**config.mk**
```make
export PLATFORM = sky130hd
export DESIGN_NAME = ecc_scrub_ctrl
export DESIGN_NICKNAME = d
export VERILOG_FILES = /design/src/rtl/ecc_scrub_ctrl.sv
export SDC_FILE = /design/constraint.sdc
export NUM_CORES = 1
export LEC_CHECK = 0
export ABC_AREA = 1
export BUFFER_PORTS_ARGS = -buffer_cell sky130_fd_sc_hd__buf_2
export CAP_MARGIN = 20
export CELL_PAD_IN_SITES_DETAIL_PLACEMENT = 1
export CELL_PAD_IN_SITES_GLOBAL_PLACEMENT = 1
export CORE_AREA = 5 5 211 213
export CTS_CLUSTER_DIAMETER = 200
export DETAILED_ROUTE_END_ITERATION = 12
export DIE_AREA = 0 0 216 218
export PLACE_DENSITY = 0.83
export SLEW_MARGIN = 30
export SYNTH_ARGS = -nofsm -noshare
export SYNTH_HDL_FRONTEND = slang
export SYNTH_SLANG_ARGS = --single-unit
```
**constraint.sdc**
```tcl
create_clock -name clk -period 3.15 [get_ports clk]
set_clock_uncertainty 0.2 [all_clocks]
set_input_delay 0.63 -clock clk [delete_from_list [all_inputs] [get_ports clk]]
set_output_delay 0.63 -clock clk [all_outputs]
set_load 0.05 [all_outputs]
```
**src/rtl/ecc_scrub_ctrl.sv**
```systemverilog
// Host-read / background-scrub sequencer around a shared external Hamming(71,64) decoder.
// Optional define HOST_WB_EN: host reads with a corrected error also write the repaired word back.
module ecc_scrub_ctrl #(
    parameter int ADDR_W       = 10,
    parameter int SCRUB_PERIOD = 1024,
    parameter int CNT_W        = 16,
    parameter int STARVE_MAX   = 4
) (
    input  logic              clk,
    input  logic              rst_n,
    input  logic              host_req_valid,
    output logic              host_req_ready,
    input  logic [ADDR_W-1:0] host_req_addr,
    output logic              host_resp_valid,
    output logic [63:0]       host_resp_data,
    output logic              host_resp_err,
    output logic              mem_en,
    output logic              mem_we,
    output logic [ADDR_W-1:0] mem_addr,
    output logic [70:0]       mem_wdata,
    input  logic [70:0]       mem_rdata,
    output logic [70:0]       dec_codeword,
    input  logic [63:0]       dec_data,
    input  logic [6:0]        dec_syndrome,
    output logic [63:0]       enc_data,
    input  logic [70:0]       enc_codeword,
    input  logic              scrub_en,
    output logic              scrub_pass_done,
    output logic [CNT_W-1:0]  corr_cnt,
    output logic [CNT_W-1:0]  uncorr_cnt,
    output logic [ADDR_W-1:0] last_err_addr
);

    localparam int TMR_W = $clog2(SCRUB_PERIOD);
    localparam int STV_W = (STARVE_MAX < 1) ? 1 : $clog2(STARVE_MAX + 1);

    typedef enum logic [2:0] {IDLE, RD, WAIT, DEC, RESP, WB} state_t;

    state_t             state_q, state_d;
    logic               is_scrub_q, is_scrub_d;
    logic [ADDR_W-1:0]  addr_q, addr_d;
    logic [70:0]        cw_q, cw_d;
    logic [63:0]        enc_data_q, enc_data_d;
    logic               scrub_pend_q, scrub_pend_d;
    logic [TMR_W-1:0]   timer_q, timer_d;
    logic [STV_W-1:0]   starve_q, starve_d;
    logic [ADDR_W-1:0]  scrub_addr_q, scrub_addr_d;
    logic               pass_done_q, pass_done_d;
    logic [CNT_W-1:0]   corr_cnt_q, corr_cnt_d;
    logic [CNT_W-1:0]   uncorr_cnt_q, uncorr_cnt_d;
    logic [ADDR_W-1:0]  last_err_addr_q, last_err_addr_d;
    logic               resp_valid_q, resp_valid_d;
    logic [63:0]        resp_data_q, resp_data_d;
    logic               resp_err_q, resp_err_d;
    logic               mem_en_q, mem_en_d;
    logic               mem_we_q, mem_we_d;
    logic [ADDR_W-1:0]  mem_addr_q, mem_addr_d;
`ifdef HOST_WB_EN
    logic               corr_q, corr_d;
`endif

    logic scrub_win, tmr_fire, syn_corr, syn_uncorr, scrub_done;

    // Scrub only jumps ahead of a waiting host once that host has had its quota.
    assign scrub_win  = scrub_pend_q && (!host_req_valid || starve_q == STV_W'(STARVE_MAX));
    assign tmr_fire   = scrub_en && (timer_q == TMR_W'(SCRUB_PERIOD - 1));
    assign syn_corr   = (dec_syndrome != 7'd0) && (dec_syndrome <= 7'd71);
    assign syn_uncorr = (dec_syndrome >= 7'd72);

    always_comb begin
        state_d         = state_q;
        is_scrub_d      = is_scrub_q;
        addr_d          = addr_q;
        cw_d            = cw_q;
        enc_data_d      = enc_data_q;
        scrub_pend_d    = scrub_pend_q;
        timer_d         = timer_q;
        starve_d        = starve_q;
        scrub_addr_d    = scrub_addr_q;
        pass_done_d     = 1'b0;
        corr_cnt_d      = corr_cnt_q;
        uncorr_cnt_d    = uncorr_cnt_q;
        last_err_addr_d = last_err_addr_q;
        resp_valid_d    = 1'b0;
        resp_data_d     = resp_data_q;
        resp_err_d      = resp_err_q;
        mem_en_d        = 1'b0;
        mem_we_d        = 1'b0;
        mem_addr_d      = mem_addr_q;
`ifdef HOST_WB_EN
        corr_d          = corr_q;
`endif
        scrub_done      = 1'b0;

        if (scrub_en) timer_d = tmr_fire ? '0 : timer_q + TMR_W'(1);

        case (state_q)
            IDLE: begin
                if (scrub_win) begin
                    state_d      = RD;
                    is_scrub_d   = 1'b1;
                    addr_d       = scrub_addr_q;
                    starve_d     = '0;
                    scrub_pend_d = 1'b0;
                    mem_en_d     = 1'b1;
                    mem_addr_d   = scrub_addr_q;
                end else if (host_req_valid) begin
                    state_d    = RD;
                    is_scrub_d = 1'b0;
                    addr_d     = host_req_addr;
                    if (scrub_pend_q) starve_d = starve_q + STV_W'(1);
                    mem_en_d   = 1'b1;
                    mem_addr_d = host_req_addr;
                end
            end
            RD:   state_d = WAIT;
            WAIT: begin
                cw_d    = mem_rdata;
                state_d = DEC;
            end
            DEC: begin
`ifdef HOST_WB_EN
                corr_d = syn_corr;
`endif
                if (syn_corr) begin
                    if (corr_cnt_q != '1) corr_cnt_d = corr_cnt_q + CNT_W'(1);
                    last_err_addr_d = addr_q;
                end
                if (syn_uncorr) begin
                    if (uncorr_cnt_q != '1) uncorr_cnt_d = uncorr_cnt_q + CNT_W'(1);
                    last_err_addr_d = addr_q;
                end
                if (!is_scrub_q) begin
                    state_d      = RESP;
                    resp_valid_d = 1'b1;
                    resp_data_d  = dec_data;
                    resp_err_d   = syn_uncorr;
                end else if (syn_corr) begin
                    state_d    = WB;
                    mem_en_d   = 1'b1;
                    mem_we_d   = 1'b1;
                    mem_addr_d = addr_q;
                    enc_data_d = dec_data;
                end else begin
                    state_d    = IDLE;
                    scrub_done = 1'b1;
                end
            end
            RESP: begin
                state_d = IDLE;
`ifdef HOST_WB_EN
                if (corr_q) begin
                    state_d    = WB;
                    mem_en_d   = 1'b1;
                    mem_we_d   = 1'b1;
                    mem_addr_d = addr_q;
                    enc_data_d = resp_data_q;
                end
`endif
            end
            WB: begin
                state_d    = IDLE;
                scrub_done = is_scrub_q;
            end
            default: state_d = IDLE;
        endcase

        // A timer expiry coinciding with a scrub grant must not be lost.
        if (tmr_fire) scrub_pend_d = 1'b1;

        if (scrub_done) begin
            scrub_addr_d = scrub_addr_q + ADDR_W'(1);
            pass_done_d  = &scrub_addr_q;
        end
    end

    always_ff @(posedge clk or negedge rst_n) begin
        if (!rst_n) begin
            state_q         <= IDLE;
            is_scrub_q      <= 1'b0;
            addr_q          <= '0;
            cw_q            <= '0;
            enc_data_q      <= '0;
            scrub_pend_q    <= 1'b0;
            timer_q         <= '0;
            starve_q        <= '0;
            scrub_addr_q    <= '0;
            pass_done_q     <= 1'b0;
            corr_cnt_q      <= '0;
            uncorr_cnt_q    <= '0;
            last_err_addr_q <= '0;
            resp_valid_q    <= 1'b0;
            resp_data_q     <= '0;
            resp_err_q      <= 1'b0;
            mem_en_q        <= 1'b0;
            mem_we_q        <= 1'b0;
            mem_addr_q      <= '0;
`ifdef HOST_WB_EN
            corr_q          <= 1'b0;
`endif
        end else begin
            state_q         <= state_d;
            is_scrub_q      <= is_scrub_d;
            addr_q          <= addr_d;
            cw_q            <= cw_d;
            enc_data_q      <= enc_data_d;
            scrub_pend_q    <= scrub_pend_d;
            timer_q         <= timer_d;
            starve_q        <= starve_d;
            scrub_addr_q    <= scrub_addr_d;
            pass_done_q     <= pass_done_d;
            corr_cnt_q      <= corr_cnt_d;
            uncorr_cnt_q    <= uncorr_cnt_d;
            last_err_addr_q <= last_err_addr_d;
            resp_valid_q    <= resp_valid_d;
            resp_data_q     <= resp_data_d;
            resp_err_q      <= resp_err_d;
            mem_en_q        <= mem_en_d;
            mem_we_q        <= mem_we_d;
            mem_addr_q      <= mem_addr_d;
`ifdef HOST_WB_EN
            corr_q          <= corr_d;
`endif
        end
    end

    assign host_req_ready  = rst_n && (state_q == IDLE) && !scrub_win;
    assign host_resp_valid = resp_valid_q;
    assign host_resp_data  = resp_data_q;
    assign host_resp_err   = resp_err_q;
    assign mem_en          = mem_en_q;
    assign mem_we          = mem_we_q;
    assign mem_addr        = mem_addr_q;
    assign mem_wdata       = mem_we_q ? enc_codeword : '0;
    assign dec_codeword    = cw_q;
    assign enc_data        = enc_data_q;
    assign scrub_pass_done = pass_done_q;
    assign corr_cnt        = corr_cnt_q;
    assign uncorr_cnt      = uncorr_cnt_q;
    assign last_err_addr   = last_err_addr_q;

endmodule

```
* Yosys cells after proc, flatten, opt, wreduce, memory -nomap -nowiden
Index checks and enable logic that the tools add are counted.
** Cells by class
- Mux-type cells :: 33
- Magnitude comparators :: 2
- Reductions and logical operators :: 26
- Bitwise gates (word level) :: 1
- Eq/ne operators :: 11
- Add/subtract/negate cells :: 5
** Operators with widths (number)
- two-way mux 71 bit :: 1
- two-way mux 10 bit :: 6
- adder 16 x 1 -> 16 bit, second input constant :: 2
- inequality test 16 bit, second input constant :: 2
- two-way mux 3 bit :: 7
- adder 10 x 1 -> 10 bit, second input constant :: 2
- one-hot mux 10 bit (2 select lines) :: 1
- two-way mux 1 bit :: 15
- one-hot mux 3 bit (4 select lines) :: 1
- AND reduction 3 bit :: 4
- nonzero test 2 bit :: 6
- == test 10 bit, second input constant :: 1
- AND reduction 10 bit :: 1
- AND reduction 2 bit :: 4
- greater-or-equal comparator 7 bit, second input constant :: 1
- less-or-equal comparator 7 bit, second input constant :: 1
- nonzero test 7 bit :: 1
- == test 3 x 2 -> 1 bit, second input constant :: 2
- == test 3 bit, second input constant :: 2
- logical AND 1 bit :: 5
- inequality test 2 bit, second input constant :: 2
- one-hot mux 1 bit (2 select lines) :: 2
- AND reduction 4 bit :: 1
- adder 3 x 1 -> 3 bit, second input constant :: 1
- 6 further kinds :: 7
** Word-level totals
- Bits of input ports :: 227
- Word-level logic and storage cells :: 97
- Output and inout port bits :: 328
- Bits in registers :: 294

* Logic depth before layout (Yosys ltp)
- Depth in word-level cells :: 6
- Mapped depth :: 12
- Gate-level depth less buffers :: 11

* Worst setup path after synthesis
No wires, ideal clock.
- Kind :: register to output
- Start point :: register mem_we_q, in the netlist mem_we
- End point :: output port mem_wdata[0]
- Path slack :: 0.781 ns
- Cell stages (with the launch flop) :: 5
- Data required time :: 2.320 ns
- Arrival time :: 1.539 ns
- Cells stage by stage :: dfrtp_1 clkbuf_1 clkbuf_1 nand2_1 inv_1
** Between the ends
- Longest elaborated chain between the ends :: 1
** RTL lines
- start, declared :: line 56 : logic mem_we_q, mem_we_d;
- start signal, assigned :: line 219 : mem_we_q <= mem_we_d;
- two-way mux 71 bit :: line 234 : assign mem_wdata = mem_we_q ? enc_codeword : '0;
- end, declared :: line 20 : output logic [70:0] mem_wdata,
No other way between the ends.

* Final worst setup path
- Start point :: register mem_we_q, in the netlist mem_we
- End point :: output port mem_wdata[47]
The elaborated chain is that of the path after synthesis.

==> results.py <==
metrics = {
    "outcome": {
        "status": "finished, final reports clean",
    },
    "clock_tree": {
        "clkLatencyLatePin_ns": 0.53,
        "root_buffer": "clkbuf_16",
        "htreeDepth": 2,
        "cts.clk_slew.worst_paths_ns": 0.06,
        "numCtsBuffers": 35,
        "clockBufferDepth": 3,
        "cts_sinks": 294,
        "post_cts_buffers": 0,
        "cts_tree": "yes",
    },
    "floorplan": {
        "die_h_um": 218,
        "die_w_um": 216,
        "die_area_mm2": 0.04709,
        "coreArea_mm2": 0.04251,
        "pin_count": 555,
        "row_count": 76,
        "initial_core_util": 0.3039,
    },
    "cells_and_area": {
        "syn2layout_area_growth_pct": 35.97,
        "final-seq-area_mm2": 0.007358,
        "nets": 2245,
        "multi_input_area_mm2": 0.004745,
        "drive_above_1_share": 0.3605,
        "fillers": 5148,
    },
    "global_route": {
        "grt_max_degree": 171,
        "grt_pass1_vias": 13410,
        "grt-ovfl-total": 0,
        "grt_first_pass_wirelength_um": 79340,
        "antenna_found_initial": 8,
        "gr-usage-all-layers": 0.2160,
    },
    "pwr": {
        "power_density_mw_per_mm2": 1039,
        "total_leakage_power_nw": 10.21,
        "ir_drop_mv": 0.8868,
    },
    "worst_setup_path": {
        "worst_setup_path_end_kind": "output port",
        "crit_arrival_ns": 2.13,
        "critPathLaunchType": "register",
        "slowest_stage": "dfrtp_2",
        "cpPeakStageDelay_ns": 0.81,
        "cp_data_required_time_ns": 2.32,
        "cp_cell_sequence": "buf_4 -> nand2_1 -> inv_1 -> buf_2",
        "critPathKind": "reg2out",
        "path_max_fanout": 44,
    },
    "route": {
        "avgViaCountPerCell": 4.713,
        "wl_met1_um": 18330,
        "routedWlPerCell_um": 20.50,
        "drc": 0,
        "drt_iter0_markers": 726,
        "top_layer": "met4",
        "postRouteAntennaNets": 0,
        "num_vias": 12200,
        "met2WireLength_um": 27890,
        "routed_wirelength_um": 53060,
        "first_pass_iters": 5,
        "wl_met3_um": 3432,
    },
    "yosys": {
        "yosys.area.top_type": "dfrtp_1",
        "ys_warn_count": 0,
        "ys_top_cells_by_count": "nand2_1 (615), dfrtp_1 (294), inv_1 (147)",
        "synth-edff-count": 0,
        "synth.mux.area_fraction": 0.06190,
        "synth_ff_type": "dfrtp_1",
        "synth_seq_cells": 294,
        "synth-adder-area-share": 0.005812,
        "synth_seq_area_share": 0.5696,
        "synth.most_common_cell": "nand2_1",
        "synth_compound_area_frac": 0.03390,
        "avgSynthCellArea_um2": 8.835,
        "yosysUniqueCellTypes": 36,
        "synth_top_cell_area_share": 0.5696,
        "postSynthCellCount": 1462,
        "synth_top_family_by_area": "simple AND/OR/NAND/NOR gates",
        "syn_area_mm2": 0.01292,
        "synthTopCellsByArea": "dfrtp_1 (57%), nand2_1 (18%), mux2_2 (6.2%)",
        "synth_xor_area_frac": 0.02034,
        "yosys.area_share.simple": 0.2431,
        "async_flop_share": 1.000,
        "synth_nets": 1695,
    },
    "timing": {
        "rsz0062_at_grt": "false",
        "maxSlewViolCount": 0,
        "slew-limit-headroom": 0.4925,
        "max_freq_mhz": 337.7,
        "worstMarginPinSlew_ns": 0.7613,
        "hold_ws_ns": 0.1169,
        "period_minus_slack_ns": 2.962,
        "hold_violations": 0,
        "period_share": 0.9402,
        "setup_tns_ns": 0,
        "setup_violations": 0,
    },
    "run": {
        "maxCapViolCount": 0,
    },
    "placement": {
        "place_hpwl_um": 40410,
        "portBuffers": 554,
        "place_congestion": 1.040,
    },
    "worst_hold_path": {
        "hold_path_class": "in2reg",
    },
}
cell families (layout without fill, tap and decap cells):
group,count (synthesis),in the layout
and+or+nand+nor,763,763
adders and majority gates,6,6
DFF,294,294
muxes,71,71
AOI/OAI and AO/OA,87,87
other,0,6
buffers and inverters,211,785
xor gates and xnor gates,30,30
critical path: cells and delay by family, from the launching register on:
kind | cells | cell delay (ns)
buffers and inverters | 3 | 0.67
AND/OR/NAND/NOR | 1 | 0.09
flip-flops | 1 | 0.81
power by group:
group / internal (mW) / switching [mW]
Sequential: 5.00 / 0.817
Combinational: 1.99 / 6.19
Clock: 2.59 / 1.66
Total: 9.58 / 8.66
what timing repair did:
item / CTS / global route
endpoints found under the hold margin: 2 / 0
setup endpoints to repair: 0 / 0
hold buffers: 1 / 0
resized for setup: 0 / 0
through the flow:
step / area (um2) / power [mW] / worst slack (ns) / instances / utilization
after floorplan: 12920 / 11.59 / 0.7808 / 1462 / -
after global placement: 16300 / 13.70 / 0.7178 / 2519 / 0.3836
after detailed placement: 16300 / 14.01 / 0.5905 / 2519 / 0.3836
after CTS: 17510 / 18.41 / 0.1785 / 2581 / 0.4120
after global routing: 17560 / 19.11 / 0.07277 / 2587 / 0.4131
final: 17560 / 18.24 / 0.1884 / 2588 / 0.4132
path summary, 6_finish.rpt:
path	start	end	slack (ns)	cells past startpoint
setup / recovery	mem_we	mem_wdata[47]	0.19	4
hold / removal	dec_data[12]	enc_data[12]	0.12	3
setup reg to reg	state_q[1]	host_resp_data[22]	0.79	7
hold reg to reg	host_resp_data[35]	host_resp_data[35]	0.26	2
max in group asynchronous	rst_n	enc_data[39]	1.33	4
min in group asynchronous	rst_n	scrub_addr_q[7]	0.45	3
metal layers:
metal | vias up | global-route usage
li1 | 5611 | -
met1 | 6004 | 0.2161
met2 | 447 | 0.4041
met3 | 134 | 0.05609
met4 | 0 | 0.1244
met5 | - | 0
cells in the final DEF (no fill, tap or decap), types with 3 or more instances in the layout:
master     Yosys  final
clkbuf_16      0     37
nand2_2        4      4
xnor2_1       10     10
nor3_1         9      9
clkinv_2       0      7
nand4_1       10     10
nand3b_1       5      5
buf_12         0      4
bufinv_16      0      4
dfrtp_1      294    293
nand2_1      615    614
or2_2         11     11
inv_1        147    147
diode_2        0      6
nand3_1       54     54
a21oi_1        9      9
buf_2         27    553
clkbuf_8       0      5
mux2_2        71     71
xor2_1        20     20
o21ai_1        4      3
buf_4          0     12
ha_1           6      6
nor2_1        40     40
inv_2          4      4
clkbuf_1      26      4
o21ai_0       72     72
registers in the layout, summed over array words and instances (netlist names), 16 cells and up:
signal / count
dec_codeword: 71
enc_data: 64
host_resp_data: 64
corr_cnt: 16
uncorr_cnt: 16
final cells by class:
type,instances,share of cell area
inverter,152,0.03263
sequential,294,0.4190
clock inverter,15,0.01069
timing repair buffer,572,0.1703
tap,546,0.03890
antenna,6,0.0008549
clock buffer,46,0.05750
multi-input combinational,957,0.2702
(Power assumes the default switching activity.)
